--- config.mk ---
export PLATFORM = sky130hd
export DESIGN_NAME = mono_multi
export DESIGN_NICKNAME = d
export VERILOG_FILES = /design/src/rtl/mono_multi.sv
export SDC_FILE = /design/constraint.sdc
export NUM_CORES = 1
export LEC_CHECK = 0
export CAP_MARGIN = 30
export CORE_ASPECT_RATIO = 1.5
export CORE_UTILIZATION = 55
export CTS_BUF_LIST = sky130_fd_sc_hd__clkbuf_4
export DETAILED_ROUTE_END_ITERATION = 10
export PLACE_DENSITY = 0.7
export SETUP_SLACK_MARGIN = 0.5
export SYNTH_ARGS = -nofsm -noshare
export SYNTH_HDL_FRONTEND = slang
export SYNTH_SLANG_ARGS = --single-unit
--- constraint.sdc ---
create_clock -name clock50 -period 5.9 [get_ports clock50]
set_clock_uncertainty 0.1 [all_clocks]
set_input_delay 1.77 -clock clock50 [delete_from_list [all_inputs] [get_ports clock50]]
set_output_delay 1.77 -clock clock50 [all_outputs]
set_load 0.05 [all_outputs]
--- src/rtl/mono_multi.sv ---
// Multi-channel monostable gate generator: each channel opens a registered gate for a
// programmable number of cycles after a trigger edge, with one-shot, retrigger and hold modes.
module mono_multi #(
    parameter int unsigned N_CH    = 4,
    parameter int unsigned CNT_W   = 32,
    parameter int unsigned TIMEOUT = 500000000
) (
    input  logic             clock50,
    input  logic             rst_n,
    input  logic [N_CH-1:0]  trig,
    input  logic [N_CH-1:0]  stop,
    input  logic [1:0]       mode,
    input  logic [CNT_W-1:0] timeout,
    output logic [N_CH-1:0]  gate,
    output logic [N_CH-1:0]  expired,
    output logic             busy
);

    typedef enum logic {StIdle, StRun} state_e;

    localparam logic [CNT_W-1:0] TimeoutDef = CNT_W'(TIMEOUT);

    logic [N_CH-1:0]  trig_q;
    logic [N_CH-1:0]  trig_rise;
    logic [N_CH-1:0]  run_d;
    logic             busy_q;
    logic             mode_retrig;
    logic             mode_hold;
    logic [CNT_W-1:0] new_limit;

    assign trig_rise   = trig & ~trig_q;
    // 11 behaves as RETRIG, so bit 0 alone selects retrigger.
    assign mode_retrig = mode[0];
    assign mode_hold   = (mode == 2'b10);
    assign new_limit   = (timeout == '0) ? TimeoutDef : timeout;

    for (genvar ch = 0; ch < N_CH; ch++) begin : g_ch
        state_e           state_q, state_d;
        logic [CNT_W-1:0] cnt_q, cnt_d;
        logic [CNT_W-1:0] limit_q, limit_d;
        logic             terminal;
        logic             expired_c;

        assign terminal = (cnt_q == (limit_q - 1'b1));

        always_comb begin
            state_d   = state_q;
            cnt_d     = cnt_q;
            limit_d   = limit_q;
            expired_c = 1'b0;
            unique case (state_q)
                StIdle: begin
                    if (trig_rise[ch] && !stop[ch]) begin
                        state_d = StRun;
                        cnt_d   = '0;
                        limit_d = new_limit;
                    end
                end
                StRun: begin
                    // Priority: stop, retrigger, hold, terminal count, count.
                    if (stop[ch]) begin
                        state_d = StIdle;
                        cnt_d   = '0;
                    end else if (trig_rise[ch] && mode_retrig) begin
                        cnt_d   = '0;
                        limit_d = new_limit;
                    end else if (mode_hold && trig[ch]) begin
                        cnt_d = '0;
                    end else if (terminal) begin
                        state_d   = StIdle;
                        cnt_d     = '0;
                        expired_c = 1'b1;
                    end else begin
                        cnt_d = cnt_q + 1'b1;
                    end
                end
                default: state_d = StIdle;
            endcase
            // A reset cutting a run short is not a natural timeout.
            if (!rst_n) begin
                expired_c = 1'b0;
            end
        end

        always_ff @(posedge clock50) begin
            if (!rst_n) begin
                state_q <= StIdle;
                cnt_q   <= '0;
                limit_q <= '0;
            end else begin
                state_q <= state_d;
                cnt_q   <= cnt_d;
                limit_q <= limit_d;
            end
        end

        assign gate[ch]    = (state_q == StRun);
        assign expired[ch] = expired_c;
        assign run_d[ch]   = (state_d == StRun);
    end

    always_ff @(posedge clock50) begin
        if (!rst_n) begin
            trig_q <= '1;
            busy_q <= 1'b0;
        end else begin
            trig_q <= trig;
            busy_q <= |run_d;
        end
    end

    assign busy = busy_q;

endmodule

* After elaboration in Yosys (flattened, before gate mapping)
Cells that the tools add are included.
** Storage, ports and cells
- Register bits after elaboration :: 265
- Latch bits :: 0
- Memory bits (writable) :: 0
- Memory bits (read-only) :: 0
- Input bits :: 44
- Output and inout bits :: 9
- Word-level logic and storage cells :: 156
- Memories kept :: 0
** Cells by class
- $add $sub $neg :: 8
- $mul :: 0
- Divide/modulo/power cells :: 0
- Magnitude comparators :: 0
- Eq/ne operators :: 17
- Shifts and indexed selects :: 0
- Mux-type cells :: 89
- Bitwise operators :: 6
- Reductions and logical operators :: 22
** Operator list (count)
- $mux W32 :: 33
- $pmux W32 S2 :: 8
- $add A32 B1 Y32 const B :: 4
- $eq A32 B32 Y1 :: 4
- $sub A32 B1 Y32 const B :: 4
- $mux W1 :: 44
- $logic_not A32 Y1 :: 1
- $ne A2 B2 Y1 const B :: 8
- $logic_and A1 B1 Y1 :: 12
- $reduce_and A3 Y1 :: 4
- $ne A2 B1 Y1 const B :: 4
- $pmux W1 S2 :: 4
- $and A4 B4 Y4 :: 1
- $logic_not A1 Y1 :: 4
- $not A1 Y1 :: 4
- $not A4 Y4 :: 1
- $reduce_or A4 Y1 :: 1
- $eq A2 B2 Y1 const B :: 1

* Logic depth before layout (Yosys ltp)
- Depth after elaboration :: 8
- Gate-level depth with buffers :: 14
- Gate-level depth less buffers :: 11

* Worst setup path after synthesis
OpenSTA, ideal clock, no wires.
- Kind :: in2out
- From :: input mode[0]
- To :: output expired[2]
- Arrival time :: 3.351 ns
- Required time :: 4.030 ns
- Setup slack :: 0.679 ns
- Cell stages on the path :: 8
- Buffers on the path :: 4
- Cell sequence :: clkbuf_1 -> or2_2 -> nand3_1 -> and3_1 -> clkbuf_1 -> clkbuf_1 -> and3_1 -> buf_4
** Between the ends
- Cells in the longest elaborated chain, start to end :: 7
- Elaborated cells on any way between the ends :: 8
- Those cells by class :: 1 x eq/ne; 5 x mux; 2 x reduce/logical
** Ends and longest elaborated chain
- start, declared :: line 12 : input logic [1:0] mode,
- $eq A2 B2 Y1 :: line 34 : assign mode_hold = (mode == 2'b10);
- $logic_and A1 B1 Y1 :: line 67 : end else if (mode_hold && trig[ch]) begin
- $mux W1 :: line 67
- $mux W1 (*) :: line 64 : end else if (trig_rise[ch] && mode_retrig) begin
- $mux W1 (*) :: line 61 : if (stop[ch]) begin
- $mux W1 (*) :: line 51 : unique case (state_q)
- $mux W1 (*) :: line 80 : if (!rst_n) begin
- end, declared :: line 15 : output logic [N_CH-1:0] expired,
Mark *: on every way between the ends. The rest lies on a longest branch, timed or not.

* Final worst setup path
- From :: register g_ch[0].limit_q[2]
- To :: output expired[0]
** Between the ends
- Cells in the longest elaborated chain, start to end :: 8
** Ends and longest elaborated chain
- start, declared :: line 40 : logic [CNT_W-1:0] limit_q, limit_d;
- start signal, assigned :: line 93 : limit_q <= limit_d;
- $sub A32 B1 Y32 :: line 44 : assign terminal = (cnt_q == (limit_q - 1'b1));
- $eq A32 B32 Y1 :: line 44
- $mux W1 :: line 69 : end else if (terminal) begin
- $mux W1 :: line 67
- $mux W1 :: line 64
- $mux W1 :: line 61
- $mux W1 :: line 51
- $mux W1 :: line 80
No other way between the ends.

==> reports/qor.yml <==
via_count: 16400
fin_nets: 2268
grt_antenna_before_repair: 1
p_int_mw: 2.89
p_leak_nw: 6.66
synth_seq_cells: 265
yosysSeqAreaShare_pct: 32.8
p_comb_share_pct: 17.8
final_util_pct: 64.9
hold_viol_final: 0
fin_crit_ps: 5510
port_buffers: 52
viasPerCell: 6.20
cts_sinks: 265
overflow: 0
crit_chain: "or4_4 > or4_4 > or4b_4 > a22oi_2 > nand2_1 > or2_4 > nor4_4 > buf_4 > buf_12"
synth.net_count: 2205
peakVddDrop_mv: 0.134
status: "finished clean"
crit_buf_inv: 2
clk_latency_ps: 780
setup_tns_ps: 0
ios: 53
fp.dieH_um: 212
start_kind: "flip-flop"
rows: 76
path_delay_family: "simple AND/OR/NAND/NOR gates"
wl_mm: 49.1
synth_cells: 2153
end_kind: "primary output"
cp_data_required_time_ps: 4030
pwr-share-clk_pct: 37.3
crit_arrival_ps: 3640
ant_nets: 0
clock_path_buffers: 3
critical_path.max_stage_delay_ps: 540
worst_slew_pin_slew_ps: 1050
setup_viol: 0
maxCapViolCount: 0
layout-drive-gt1-share_pct: 14.5
crit_slowest_cell: "or4_4"
ctsRootBufferMaster: "clkbuf_4"
design.core.area_um2: 28800
cts_inserted_buffers: 69
synth_edf_count: 0
synth_top_area_cell: "dfxtp_1"
synth_top_area_share_pct: 32.8
holdWs_ps: 365
yosys.cell_types.count: 80
drc: 0
path_clk_slew_ps: 70
gp_congestion: 0.968
grt_max_degree: 60
synth.area.top_cells: "dfxtp_1 (33%), nand2_1 (7.7%), xnor2_1 (5.8%), nor2_1 (4.3%), xor2_1 (4.0%)"
pwr-share-seq_pct: 44.9
yosys_warnings: 0
powerDensity_nw_per_um2: 222
netlist_area_um2: 16200
synth.avg_cell_area_um2: 7.52
die_x_um: 142
cts-htree-levels: 3
relSlewSlack_pct: 30.0
drtPass1Iterations: 5
fill_cells: 2659
synth.top_cells.by_count: "nand2_1 (331), dfxtp_1 (265), nor2_1 (185), nand3_1 (128), clkbuf_1 (127)"
crit_type: "flip-flop to primary output"
tritoncts: "yes"
grt_pass1_vias: 15200
slew_violations: 0
rsz0062_at_grt: "true"
hp-class: "flip-flop to flip-flop"
wl_per_cell_um: 18.5
period_share_pct: 93.4
grt_pass1_wl_mm: 78.1
start_util_pct: 56.2
grt_use_total_pct: 32.8
fp.dieArea_um2: 30100
synth_flop_cell: "dfxtp_1"
drt_iter0_markers: 1150
max_freq_mhz: 181
worstPathMaxFanout: 8
p_switching_mw: 1.25
critPathMostFrequentCell: "or4_4"
hpwl_mm: 34.7
syn_to_final_growth_pct: 15.5
switching_share_pct: 30.1
postCtsHoldBufs: 0
yosysMostFrequentCell: "nand2_1"
async_reset_ff_share_pct: 0
## state kept, by name (all words and copies together), names as in the netlist
| name | flops |
|---|---|
| g_ch.limit_q | 128 |
| g_ch.cnt_q | 128 |
| busy | 1 |
| trig_q | 4 |
| g_ch.state_q | 4 |
## power groups by stage
| stage | Clock (mW) | Combinational, mW | Sequential (mW) |
|---|---|---|---|
| after floorplan | 0 | 0.436 | 1.88 |
| after global placement | 0 | 0.604 | 1.90 |
| after detailed placement | 0 | 0.615 | 1.90 |
| after CTS | 1.58 | 0.692 | 1.86 |
| after global routing | 1.68 | 0.790 | 1.86 |
| final | 1.55 | 0.736 | 1.86 |
## layout by cell type (no fill, tap or decap), types with 16 or more instances in the layout
| master | synthesis | layout |
|---|---|---|
| or3_1 | 25 | 22 |
| nand2_1 | 331 | 328 |
| clkdlybuf4s50_1 | 0 | 48 |
| nor2_1 | 185 | 180 |
| a21o_1 | 17 | 17 |
| clkbuf_4 | 0 | 96 |
| inv_1 | 45 | 42 |
| o311ai_0 | 40 | 39 |
| nor4_1 | 57 | 48 |
| xnor2_1 | 108 | 108 |
| xor2_1 | 74 | 73 |
| dfxtp_2 | 0 | 16 |
| or2_2 | 20 | 18 |
| buf_4 | 8 | 80 |
| or4_1 | 26 | 17 |
| and3_1 | 39 | 38 |
| a31oi_1 | 30 | 30 |
| a21oi_1 | 115 | 113 |
| mux2i_1 | 20 | 20 |
| nand4_1 | 56 | 56 |
| nand2b_1 | 25 | 25 |
| a22o_1 | 20 | 20 |
| a211oi_1 | 61 | 60 |
| dfxtp_1 | 265 | 240 |
| o21ai_0 | 63 | 58 |
| nand3_1 | 128 | 127 |
| nor3_1 | 69 | 58 |
## final timing paths
kind              slack (ps)                  end                 from  depth (start not counted)
setup / recovery         390           expired[0]   g_ch[0].limit_q[2]                          9
hold / removal           360  g_ch[1].limit_q[31]  g_ch[1].limit_q[31]                          2
setup reg to reg        1070    g_ch[0].cnt_q[17]   g_ch[0].limit_q[2]                         19
hold reg to reg          360  g_ch[1].limit_q[31]  g_ch[1].limit_q[31]                          2
## metrics by stage
stage	instances	setup slack (ps)	total power, mW	cell area [µm²]
global placement	2486	478	2.50	17000
CTS	2642	431	4.13	18400
detailed placement	2489	466	2.51	17100
floorplan	2153	679	2.32	16200
finish	2652	388	4.14	18700
global route	2652	272	4.33	18700
## metal layers
metal  GRT usage (%)  vias up  share of wire [%]
met5               0        -                  0
met1            39.9     7764                 42
met3            5.20      179                5.4
li1                -     7963                  -
met2            54.4      542                 47
met4            19.1        0                5.2
## tightest hold or removal path: cells and delay by family (launching register included)
kind | cells | cell delay (ps)
flip-flops | 1 | 320
AND/OR/NAND/NOR | 1 | 50
AO/OA/AOI/OAI | 1 | 50
## final cells by class
cell class / count / area [µm²] / area share [%]
clock inverters: 20 / 78.8 / 0.422
repair buffers: 138 / 1260 / 6.76
well taps: 390 / 488 / 2.61
inverters: 47 / 180 / 0.964
multi-input cells: 1695 / 10600 / 56.7
clock buffers: 96 / 721 / 3.86
flip-flops and latches: 265 / 5360 / 28.7
diodes: 1 / 2.50 / 0.0134
## what timing repair did
item	in CTS	in global routing
gates cloned	1	0
hold endpoints to repair	0	0
buffers inserted	36	9
endpoints found under the setup margin	4	4
gates resized for setup	75	49
pin swaps	28	20
## cells by family after synthesis
logic type / synth area share, %
adders and majority gates: 0.619
muxes: 1.31
xor gates and xnor gates: 10.0
AOI/OAI and AO/OA: 18.2
DFF: 32.8
and+or+nand+nor: 32.4
buffers and inverters: 4.76
Note: power is estimated with default switching activity, not from simulation.
